[src/rtl/rom_arb_pkg.sv]
// ---------------------------------------------------------------------------
// rom_arb_pkg
//   Shared types and constants for the ROM fetch arbiter.
//   owner_t   : identifies which requester owns an in-flight ROM read.
//   STARVE_W  : width of the DP starvation counter (supports STARVE_MAX 1..15).
//   misaligned: word-alignment check used at accept time.
// ---------------------------------------------------------------------------
package rom_arb_pkg;

   typedef enum logic {
      OWN_IF = 1'b0,
      OWN_DP = 1'b1
   } owner_t;

   localparam int STARVE_W = 4;

   // A word request is misaligned when either of the two byte-offset bits is set,
   // but only when alignment checking is enabled for this instance.
   function automatic logic misaligned(input logic [1:0] lsb, input logic check);
      return check && (lsb != 2'b00);
   endfunction

endpackage

[src/rtl/rom_arb_pick.sv]
// ---------------------------------------------------------------------------
// rom_arb_pick
//   Combinational grant selection between the instruction-fetch port (IF) and
//   the data-read port (DP), plus the next value of the DP starvation counter.
//   IF wins conflicts until DP has lost STARVE_MAX conflicts in a row; DP then
//   wins the next conflict and the counter restarts.
// Ports
//   if_req, dp_req   in   requests from the two ports
//   starve_cnt       in   current count of consecutive DP conflict losses
//   if_gnt, dp_gnt   out  one-hot (or zero) grant for this cycle
//   starve_nxt       out  counter value to register at the end of the cycle
// ---------------------------------------------------------------------------
module rom_arb_pick
   import rom_arb_pkg::*;
#(
   parameter int STARVE_MAX = 4
) (
   input  logic                if_req,
   input  logic                dp_req,
   input  logic [STARVE_W-1:0] starve_cnt,
   output logic                if_gnt,
   output logic                dp_gnt,
   output logic [STARVE_W-1:0] starve_nxt
);

   localparam logic [STARVE_W-1:0] SMAX = STARVE_W'(STARVE_MAX);

   always_comb begin
      if_gnt     = 1'b0;
      dp_gnt     = 1'b0;
      starve_nxt = '0;
      if (if_req && dp_req) begin
         if (starve_cnt >= SMAX) begin
            dp_gnt = 1'b1;
         end else begin
            // Counter never exceeds SMAX, so this increment saturates naturally.
            if_gnt     = 1'b1;
            starve_nxt = starve_cnt + 4'd1;
         end
      end else if (if_req) begin
         // DP not requesting: nothing is being starved.
         if_gnt = 1'b1;
      end else if (dp_req) begin
         dp_gnt = 1'b1;
      end
   end

endmodule

[src/rtl/rom_fetch_arbiter.sv]
// ---------------------------------------------------------------------------
// rom_fetch_arbiter
//   Shares one combinational 32-bit ROM read port between instruction fetch (IF)
//   and a data-read port (DP). One request is accepted per cycle; the ROM address
//   is registered in stage 1, the ROM word is captured in stage 2 and presented
//   with a one-cycle rvalid pulse on the owning port (latency 2, fully pipelined).
//
//   Handshake: a port raises req with a stable addr and holds both until it sees
//   gnt high in the same cycle; req&gnt is the accept. Responses have no
//   backpressure: rvalid is a single-cycle pulse that must be consumed.
//
// Ports
//   clk, rst_n                  clock, asynchronous active-low reset
//   if_req/if_addr/if_gnt       IF request, byte address, accept
//   if_rvalid/if_rdata/if_err   IF response pulse, data, misaligned flag
//   dp_req/dp_addr/dp_gnt       DP request, byte address, accept
//   dp_rvalid/dp_rdata/dp_err   DP response pulse, data, misaligned flag
//   rom_addr                    registered ROM address
//   rom_rdata                   combinational ROM word
// ---------------------------------------------------------------------------
module rom_fetch_arbiter
   import rom_arb_pkg::*;
#(
   parameter int BITS_ADDR   = 8,
   parameter int STARVE_MAX  = 4,
   parameter int CHECK_ALIGN = 1
) (
   input  logic                 clk,
   input  logic                 rst_n,
   input  logic                 if_req,
   input  logic [BITS_ADDR-1:0] if_addr,
   output logic                 if_gnt,
   output logic                 if_rvalid,
   output logic [31:0]          if_rdata,
   output logic                 if_err,
   input  logic                 dp_req,
   input  logic [BITS_ADDR-1:0] dp_addr,
   output logic                 dp_gnt,
   output logic                 dp_rvalid,
   output logic [31:0]          dp_rdata,
   output logic                 dp_err,
   output logic [BITS_ADDR-1:0] rom_addr,
   input  logic [31:0]          rom_rdata
);

   localparam logic CHK = (CHECK_ALIGN != 0);

   logic [STARVE_W-1:0]  starve_cnt;
   logic [STARVE_W-1:0]  starve_nxt;

   // Accept-side selection
   logic                 acc;
   owner_t               acc_own;
   logic [BITS_ADDR-1:0] acc_addr;
   logic                 acc_err;

   // Stage 1: address phase
   logic                 v1;
   owner_t               own1;
   logic                 err1;

   // Stage 2: response phase, data/err held per port so neither port ever
   // shows the other port's data.
   logic                 v2;
   owner_t               own2;
   logic [31:0]          if_rdata_q;
   logic [31:0]          dp_rdata_q;
   logic                 if_err_q;
   logic                 dp_err_q;

   rom_arb_pick #(
      .STARVE_MAX (STARVE_MAX)
   ) u_pick (
      .if_req     (if_req),
      .dp_req     (dp_req),
      .starve_cnt (starve_cnt),
      .if_gnt     (if_gnt),
      .dp_gnt     (dp_gnt),
      .starve_nxt (starve_nxt)
   );

   always_comb begin
      acc      = if_gnt | dp_gnt;
      acc_own  = dp_gnt ? OWN_DP : OWN_IF;
      acc_addr = dp_gnt ? dp_addr : if_addr;
      acc_err  = misaligned(acc_addr[1:0], CHK);
   end

   // Stage 1. A misaligned accept leaves rom_addr alone so the ROM is not
   // driven with an address that will never be consumed.
   always_ff @(posedge clk or negedge rst_n) begin
      if (!rst_n) begin
         starve_cnt <= '0;
         v1         <= 1'b0;
         own1       <= OWN_IF;
         err1       <= 1'b0;
         rom_addr   <= '0;
      end else begin
         starve_cnt <= starve_nxt;
         v1         <= acc;
         if (acc) begin
            own1 <= acc_own;
            err1 <= acc_err;
            if (!acc_err) begin
               rom_addr <= acc_addr;
            end
         end
      end
   end

   // Stage 2. rom_rdata reflects rom_addr during stage 1 and is captured here.
   always_ff @(posedge clk or negedge rst_n) begin
      if (!rst_n) begin
         v2         <= 1'b0;
         own2       <= OWN_IF;
         if_rdata_q <= '0;
         dp_rdata_q <= '0;
         if_err_q   <= 1'b0;
         dp_err_q   <= 1'b0;
      end else begin
         v2 <= v1;
         if (v1) begin
            own2 <= own1;
            if (own1 == OWN_IF) begin
               if_rdata_q <= err1 ? 32'd0 : rom_rdata;
               if_err_q   <= err1;
            end else begin
               dp_rdata_q <= err1 ? 32'd0 : rom_rdata;
               dp_err_q   <= err1;
            end
         end
      end
   end

   always_comb begin
      if_rvalid = v2 && (own2 == OWN_IF);
      dp_rvalid = v2 && (own2 == OWN_DP);
      if_rdata  = if_rdata_q;
      dp_rdata  = dp_rdata_q;
      if_err    = if_err_q;
      dp_err    = dp_err_q;
   end

endmodule

[config.mk]
export PLATFORM = sky130hd
export DESIGN_NAME = rom_fetch_arbiter
export DESIGN_NICKNAME = d
export VERILOG_FILES = /design/src/rtl/rom_arb_pkg.sv /design/src/rtl/rom_arb_pick.sv /design/src/rtl/rom_fetch_arbiter.sv
export SDC_FILE = /design/constraint.sdc
export NUM_CORES = 1
export LEC_CHECK = 0
export ABC_CLOCK_PERIOD_IN_PS = 2100
export CAP_MARGIN = 25
export CORE_AREA = 2 2 65 129
export CTS_CLUSTER_DIAMETER = 30
export DETAILED_ROUTE_END_ITERATION = 10
export DIE_AREA = 0 0 67 131
export PLACE_DENSITY = 0.78
export SLEW_MARGIN = 20
export SYNTH_ARGS = -nofsm -noshare
export SYNTH_HDL_FRONTEND = slang
export SYNTH_HIERARCHICAL = 1
export SYNTH_SLANG_ARGS = --single-unit
export TNS_END_PERCENT = 100
[constraint.sdc]
create_clock -name clk -period 2.1 [get_ports clk]
set_clock_uncertainty 0.2 [all_clocks]
set_input_delay 0.315 -clock clk [delete_from_list [all_inputs] [get_ports clk]]
set_output_delay 0.315 -clock clk [all_outputs]
set_load 0.1 [all_outputs]
### After elaboration in Yosys (flattened, before gate mapping)

Cells that the tools add are included.

* $add $sub $neg: 1
* reductions and logical operators: 7
* bitwise gates (word level): 4
* multiplexer cells: 12
* magnitude comparators: 1

Operators with widths (number)
* 32-bit 2-to-1 mux: 1
* 1-bit 2-to-1 mux: 8
* 4-bit 2-to-1 mux: 2
* 8-bit 2-to-1 mux: 1
* 2-bit AND reduction: 3
* 4-bit by 1-bit adder with 4-bit output, second input constant: 1
* 4-bit by 3-bit greater-or-equal comparator with 1-bit output, second input constant: 1
* 1-bit logical AND: 3
* 1-bit inverter: 3
* 2-bit nonzero test: 1
* 1-bit OR: 1

* input port bits: 52
* word-level logic and storage cells: 36
* flip-flop bits (word level): 83

### Depth between registers and ports, before layout

Gate-level depths: netlist of run 1.

* depth in word-level cells: 7
* depth in mapped cells: 6

### Cells and area by module

Netlist of run 1, hierarchy kept.

By module, submodules not included
* rom_fetch_arbiter: seq. area each 2077.0 um2, times used 1, cells an instance 290, area an instance 3218.1 um2
* rom_arb_pick: seq. area each 0.0 um2, times used 1, cells an instance 11, area an instance 80.1 um2

### Worst setup path after synthesis of run 1

Ideal clock, no wire load.

* path type: register to register
* start: reg starve_cnt[3]
* end: reg rom_addr[2]
* data required time: 1.775 ns
* path slack: -1.868 ns
* arrival time: 3.642 ns
* period minus slack after synthesis: 3.968 ns
* cell stages (with the launch flop): 7
* path buffers: 1
* cells stage by stage: dfrtp_1 nor2_1 a21boi_0 buf_6 nor4b_4 a21oi_4 mux2_4

* word-level cells in the longest chain between the ends: 7
* elaborated cells on any way between the ends: 10
* classes of those cells: order compare: 1; mux: 5; bitwise: 2; reduce/logical: 2

Ends and longest elaborated chain
* start, declared: RTL line rom_fetch_arbiter.sv:48 `logic [STARVE_W-1:0] starve_cnt;`
* start signal, assigned: RTL line rom_fetch_arbiter.sv:99 `starve_cnt <= starve_nxt;`
* 4-bit by 3-bit greater-or-equal comparator with 1-bit output *: RTL line rom_arb_pick.sv:33 `if (starve_cnt >= SMAX) begin`
* 1-bit 2-to-1 mux *: RTL line rom_arb_pick.sv:33
* 1-bit 2-to-1 mux *: RTL line rom_arb_pick.sv:32 `if (if_req && dp_req) begin`
* named net dp_gnt: RTL line rom_fetch_arbiter.sv:38 `output logic dp_gnt,`
* 8-bit 2-to-1 mux: RTL line rom_fetch_arbiter.sv:85 `acc_addr = dp_gnt ? dp_addr : if_addr;`
* 2-bit nonzero test: RTL line rom_arb_pkg.sv:20 `return check && (lsb != 2'b00);`
* 1-bit inverter (no line)
* 2-bit AND reduction (no line)
* end signal, assigned: RTL line rom_fetch_arbiter.sv:105 `rom_addr <= acc_addr;`
* end, declared: RTL line rom_fetch_arbiter.sv:42 `output logic [BITS_ADDR-1:0] rom_addr,`

The timed path passes the listed nets; every way through them passes the cells marked *.
A chain may end at the register's enable or synchronous reset.

### Worst setup path in the final report of run 1

* start: in dp_req
* end: out if_gnt

* word-level cells in the longest chain between the ends: 2

Ends and longest elaborated chain
* start, declared: RTL line rom_fetch_arbiter.sv:36 `input logic dp_req,`
* 1-bit logical AND: RTL line rom_arb_pick.sv:32
* 1-bit 2-to-1 mux: RTL line rom_arb_pick.sv:32
* end, declared: RTL line rom_fetch_arbiter.sv:32 `output logic if_gnt,`

No other way between the ends.

==> impl_metrics.csv, run 1 <==
group,metric,value,unit
status,run_status,"finished clean",
grt,grt_first_pass_wirelength,12.06,mm
die,rows,46,
final_layout,final_core_util,0.6357,
placed_design,dp_hpwl,5.325,mm
setup_path,path_class,"input pin to output pin",
final_layout,antennaDiodeCount,0,
grt,grt_pass1_vias,2630,
placed_design,post-place-cells,517,
timing,fin_crit,1.931,ns
final_layout,nets,487,
timing,slew_violations,0,
setup_path,reg2reg_slack,0.22,ns
die,ios,130,
setup_path,cp.required,1.58,ns
setup_path,r2r_cells,7,
run,max-cap-violations,0,
min_path,hold_class,"input pin to async pin",
pwr,power_leakage,2.339,nW
pwr,totalPowerFinal,6.024,mW
final_layout,multi_input_area,1145,µm²
grt,overflow,0,
logic_synthesis,yosysTopAreaCell,"dfrtp_1",
die,die_h,131,µm
timing,period_share,0.9195,
placed_design,portBuffers,129,
pwr,irDropWorstVdd,0.9595,mV
logic_synthesis,syn_inst,301,
die,start_util,0.4214,
grt,grt_start_max_net_pins,59,
timing,hold_viol_final,0,
setup_path,startpoint,"dp_req",
die,core_area,7828,µm²
final_layout,final_cells,535,
final_layout,design_area,4976,µm²
setup_path,r2r-start,"starve_cnt[2]",
logic_synthesis,synth_top_cell_area_share,0.6297,
detailed_routing,wl_per_cell,13.62,µm
setup_path,cp.arrival,1.42,ns
clock_tree,clock_path_buffers,2,
final_layout,layout_common_cells,"dfrtp_1 (83), buf_4 (81), nand2_1 (64)",
placed_design,gp_congestion,0.7068,
clock_tree,cts_tree,"yes",
placed_design,preCtsSetupSlack,-0.1277,ns
timing,tns,0,ns
setup_path,worst_setup_path_end_kind,"output pin",
detailed_routing,route.detailed.drc,0,
logic_synthesis,yosysUniqueCellTypes,28,
logic_synthesis,synth-edff-count,0,
clock_tree,clock_latency,0.33,ns
pwr,pwr_density_cell,1211,nW/µm²
detailed_routing,vias,2543,
setup_path,worstPathCellList,"clkdlybuf4s50_1 > o21ai_0 > and2_2 > buf_4 > buf_12",
clock_tree,cts_buffers,9,
final_layout,final_common_cell,"dfrtp_1",
logic_synthesis,async_flop_share,1.000,
timing,max_freq,517.9,MHz
setup_path,worstPathMaxFanout,3,
detailed_routing,viasPerCell,4.753,
timing,setup_viol,0,
grt,track_usage,0.1817,
logic_synthesis,avgSynthCellArea,10.96,µm²
die,die_w,67,µm
setup_path,cp_slowest_cell,"clkdlybuf4s50_1",
grt,antenna_found_initial,0,
logic_synthesis,synth_warnings,6,
detailed_routing,first_iter_violations,118,
detailed_routing,ant_nets,0,
clock_tree,clock-root-buffer,"clkbuf_16",
setup_path,crit_path_max_incr_delay,0.49,ns
final_layout,fill_cells,672,
logic_synthesis,syn_area,3298,µm²
logic_synthesis,syn-num-nets,354,
detailed_routing,drt_wl_total,7.286,mm
timing,worst_hold_slack,0.2395,ns
placed_design,placement.cell_area,4631,µm²
final_layout,area_growth,50.87,%
logic_synthesis,synthFlopType,"dfrtp_1",
final_layout,layout-drive-gt1-share,0.2961,
timing,rsz0062_at_grt,"false",
setup_path,critPathLaunchType,"input pin",
clock_tree,path_clk_slew,0.06,ns
setup_path,reg2reg_to,"rom_addr[5]",
clock_tree,cts_sinks,83,
die,dieArea,8777,µm²
final_layout,register_area,2077,µm²
timing,setup_slack,0.1690,ns
logic_synthesis,ys_ff_latch,83,
logic_synthesis,yosys-top-cells-area,"dfrtp_1 (63%), o21ai_1 (9.1%), nand2_1 (7.4%)",
detailed_routing,first_pass_iters,4,
logic_synthesis,yosysSeqAreaShare,0.6297,
clock_tree,cts_max_level,3,
-- critical path: cells and delay by family --
family                 cells  cell delay (ns)
and+or+nand+nor            1             0.20
buffers and inverters      3             0.79
AOI/OAI and AO/OA          1             0.10
-- per-layer routing --
metal / part of all wire / GRT usage / up-vias
li1: - / - / 1257
met1: 0.43 / 0.2292 / 1159
met2: 0.45 / 0.2807 / 118
met3: 0.11 / 0.07277 / 9
met4: 0.012 / 0.06483 / 0
met5: 0 / 0 / -
-- sequential cells by signal, summed over array words and instances (netlist names) --
name,cells
if_err,1
dp_err,1
if_rdata,32
own2,1
v1,1
rom_addr,8
own1,1
v2,1
err1,1
dp_rdata,32
starve_cnt,4
-- power by group --
| group | total, mW | switching (mW) | internal (mW) |
|---|---|---|---|
| Combinational | 2.41 | 1.86 | 0.554 |
| Clock | 1.68 | 0.611 | 1.07 |
| Sequential | 1.93 | 0.125 | 1.81 |
| Total | 6.02 | 2.59 | 3.43 |
-- worst max path at each step --
stage                  end  slack (ns)  depth (start not counted)
2_1_floorplan  rom_addr[2]        -0.1                          6
3_3_place_gp   rom_addr[6]       -0.09                          6
3_5_place_dp   rom_addr[5]       -0.13                          6
4_1_cts             dp_gnt      0.0002                          4
5_1_grt             if_gnt        0.08                          5
6_report            if_gnt        0.17                          5
-- synthesized netlist by cell type, types with 2 or more instances --
| cell | number |
|---|---|
| o21ai_1 | 60 |
| nand2b_1 | 33 |
| clkbuf_1 | 7 |
| buf_1 | 3 |
| inv_1 | 2 |
| and2_1 | 6 |
| dfrtp_1 | 83 |
| mux2_1 | 2 |
| nand2_1 | 65 |
| buf_2 | 7 |
| o21ai_0 | 6 |
| mux2_2 | 6 |
| mux2_4 | 6 |
-- what timing repair did --
item / in CTS / in global routing
setup buffers: 0 / 1
gates resized for setup: 0 / 0
endpoints found under the setup margin: 0 / 1
hold buffers: 1 / 0
endpoints found under the hold margin: 26 / 0
-- kinds of logic after synthesis --
| family | synth area share |
|---|---|
| AOI/OAI and AO/OA | 0.1123 |
| buffers and inverters | 0.02997 |
| muxes | 0.05463 |
| other | 0.001137 |
| DFF | 0.6297 |
| adders and majority gates | 0.003793 |
| and+or+nand+nor | 0.1684 |
-- cell type report --
cell class / instances / area share
flip-flops and latches: 83 / 0.4174
repair buffers: 141 / 0.2610
multi-input cells: 197 / 0.2301
clock buffers: 10 / 0.04803
well taps: 96 / 0.02414
clock inverters: 6 / 0.01785
inverters: 2 / 0.001509
Power figures use the tool's default switching activity.
==> run 2: changes to the inputs <==
--- a/config.mk
+++ b/config.mk
@@ -15,6 +15,5 @@
 export SLEW_MARGIN = 20
 export SYNTH_ARGS = -nofsm -noshare
 export SYNTH_HDL_FRONTEND = slang
-export SYNTH_HIERARCHICAL = 1
 export SYNTH_SLANG_ARGS = --single-unit
 export TNS_END_PERCENT = 100
==> impl_metrics.csv, run 2 <==
group,metric,value,unit
status,run_status,"finished clean",
final_layout,nets,492,
timing,max_freq,511.1,MHz
grt,grt_first_pass_wirelength,12.50,mm
final_layout,layout-drive-gt1-share,0.2860,
final_layout,antennaDiodeCount,0,
logic_synthesis,syn-num-nets,358,
placed_design,gp_congestion,0.6709,
die,die_w,67,µm
logic_synthesis,synth_warnings,0,
pwr,pwr_density_cell,1187,nW/µm²
clock_tree,cts_tree,"yes",
logic_synthesis,syn_area,3264,µm²
clock_tree,cts_buffers,9,
detailed_routing,drt_wl_total,7.558,mm
setup_path,crit_path_max_incr_delay,0.49,ns
setup_path,r2r_cells,4,
die,die_h,131,µm
setup_path,path_class,"input pin to output pin",
final_layout,fill_cells,668,
logic_synthesis,yosysTopAreaCell,"dfrtp_1",
clock_tree,path_clk_slew,0.06,ns
clock_tree,cts_sinks,83,
min_path,min_from,"starve_cnt[0]",
setup_path,cpLargestDelayFamily,"buffers and inverters",
grt,track_usage,0.1888,
placed_design,dp_hpwl,5.479,mm
setup_path,r2r-start,"starve_cnt[3]",
logic_synthesis,synth-edff-count,0,
setup_path,cp.required,1.58,ns
detailed_routing,first_pass_iters,4,
detailed_routing,viasPerCell,4.804,
setup_path,worstPathMaxFanout,4,
final_layout,layout_common_cells,"buf_4 (84), dfrtp_1 (83), o21ai_0 (67)",
logic_synthesis,yosys-top-cells-area,"dfrtp_1 (64%), o21ai_0 (10%), nand2_1 (7.6%)",
die,core_area,7828,µm²
logic_synthesis,synthTopCellsByCount,"dfrtp_1 (83), o21ai_0 (67), nand2_1 (66)",
final_layout,design_area,4911,µm²
min_path,hold_class,"register to register",
setup_path,critPathLaunchType,"input pin",
detailed_routing,ant_nets,0,
setup_path,path_buf_inv,3,
detailed_routing,route.detailed.drc,0,
clock_tree,clock_latency,0.33,ns
timing,slew_violations,0,
logic_synthesis,syn_inst,305,
setup_path,reg2reg_to,"rom_addr[6]",
pwr,totalPowerFinal,5.831,mW
timing,period_share,0.9317,
logic_synthesis,ys_ff_latch,83,
timing,rsz0062_at_grt,"false",
setup_path,reg2reg_slack,0.34,ns
logic_synthesis,yosysSeqAreaShare,0.6363,
final_layout,final_common_cell,"buf_4",
final_layout,register_area,2077,µm²
die,ios,130,
grt,grt_pass1_vias,2552,
timing,setup_viol,0,
setup_path,cp.arrival,1.44,ns
setup_path,worstPathCellList,"clkdlybuf4s50_1 > buf_4 > o21ai_0 > and2_1 > buf_12",
grt,grt_start_max_net_pins,39,
timing,fin_crit,1.957,ns
clock_tree,cts_max_level,3,
logic_synthesis,synth_top_cell_area_share,0.6363,
logic_synthesis,synthFlopType,"dfrtp_1",
pwr,power_leakage,2.336,nW
detailed_routing,vias,2594,
min_path,hold_depth,1,
detailed_routing,first_iter_violations,222,
clock_tree,clock_path_buffers,2,
die,dieArea,8777,µm²
grt,antenna_found_initial,0,
run,max-cap-violations,0,
final_layout,area_growth,50.44,%
logic_synthesis,synth.most_common_cell,"dfrtp_1",
clock_tree,post_cts_buffers,0,
pwr,irDropWorstVdd,0.6253,mV
timing,hold_viol_final,0,
placed_design,placement.cell_area,4567,µm²
final_layout,multi_input_area,1106,µm²
die,start_util,0.4170,
detailed_routing,wl_per_cell,14.00,µm
placed_design,portBuffers,129,
setup_path,cp_slowest_cell,"clkdlybuf4s50_1",
clock_tree,clock-root-buffer,"clkbuf_16",
logic_synthesis,yosysUniqueCellTypes,21,
die,rows,46,
logic_synthesis,avgSynthCellArea,10.70,µm²
grt,overflow,0,
min_path,whs_endpoint,"starve_cnt[0]",
setup_path,worst_setup_path_end_kind,"output pin",
logic_synthesis,async_flop_share,1.000,
[run 2: cell types whose count changed after synthesis, moves of 2 or more]
cell,change
o21ai_1,-60
o21ai_0,+61
mux2_1,-2
nor2_1,+6
clkbuf_1,+7
and2_1,-4
inv_1,+3
nor2b_1,+2
buf_2,-6
[run 2: what timing repair did]
item	in CTS	in global routing
setup endpoints to repair	1	1
pin swaps	0	0
endpoints found under the hold margin	26	0
hold buffers	1	0
gates cloned	0	0
resized for setup	1	1
[run 2: power breakdown]
group | internal, mW | switching [mW]
clock network | 1.10 | 0.602
registers | 1.79 | 0.108
logic | 0.496 | 1.74
total | 3.39 | 2.44
[run 2: how the worst max path moves through the flow]
stage                   from          end  slack, ns  cells past startpoint
3_5_place_dp          dp_req  rom_addr[6]      -0.13                      4
2_1_floorplan  starve_cnt[3]       if_gnt       0.27                      2
4_1_cts               if_req       dp_gnt       0.06                      4
6_report              dp_req       if_gnt       0.14                      5
5_1_grt        starve_cnt[3]       dp_gnt       0.07                      4
3_3_place_gp          dp_req  rom_addr[5]       -0.1                      4
[run 2: cell families after synthesis]
kind of cell / synth area share
simple gates: 0.1602
fa+ha+maj: 0.003832
buf+inv: 0.02913
other cells: 0.001149
mux: 0.05634
compound gates: 0.1131
flops: 0.6363
[run 2: per-layer routing]
layer  GRT usage  share of wire  vias up
met4     0.06483          0.016        0
met2      0.2667           0.43      130
met5           0              0        -
li1            -              -     1263
met1      0.2586           0.43     1190
met3     0.08390           0.12       11
[run 2: worst reg2reg max path, delay by kind of cell, from the launching register on]
| kind | cells | cell delay, ns |
|---|---|---|
| compound gates | 3 | 0.69 |
| mux | 1 | 0.37 |
| flops | 1 | 0.37 |
[run 2: metrics by stage]
step	setup TNS (ns)	cells	util	setup slack [ns]	hold WS, ns
detailed placement	-0.7978	523	0.5834	-0.1327	0.06573
floorplan	0	305	-	0.2729	-0.1806
global placement	-0.5969	523	0.5834	-0.09700	0.05933
CTS	0	540	0.6266	0.05936	0.2382
global route	0	540	0.6274	0.06744	0.2794
finish	0	540	0.6274	0.1434	0.2355
[run 2: area by class of cell]
type,instances,share of cell area
clock buffers,11,0.05146
clock inverters,5,0.01529
inverters,5,0.003822
multi-input cells,199,0.2252
flip-flops and latches,83,0.4229
well taps,96,0.02446
repair buffers,141,0.2568
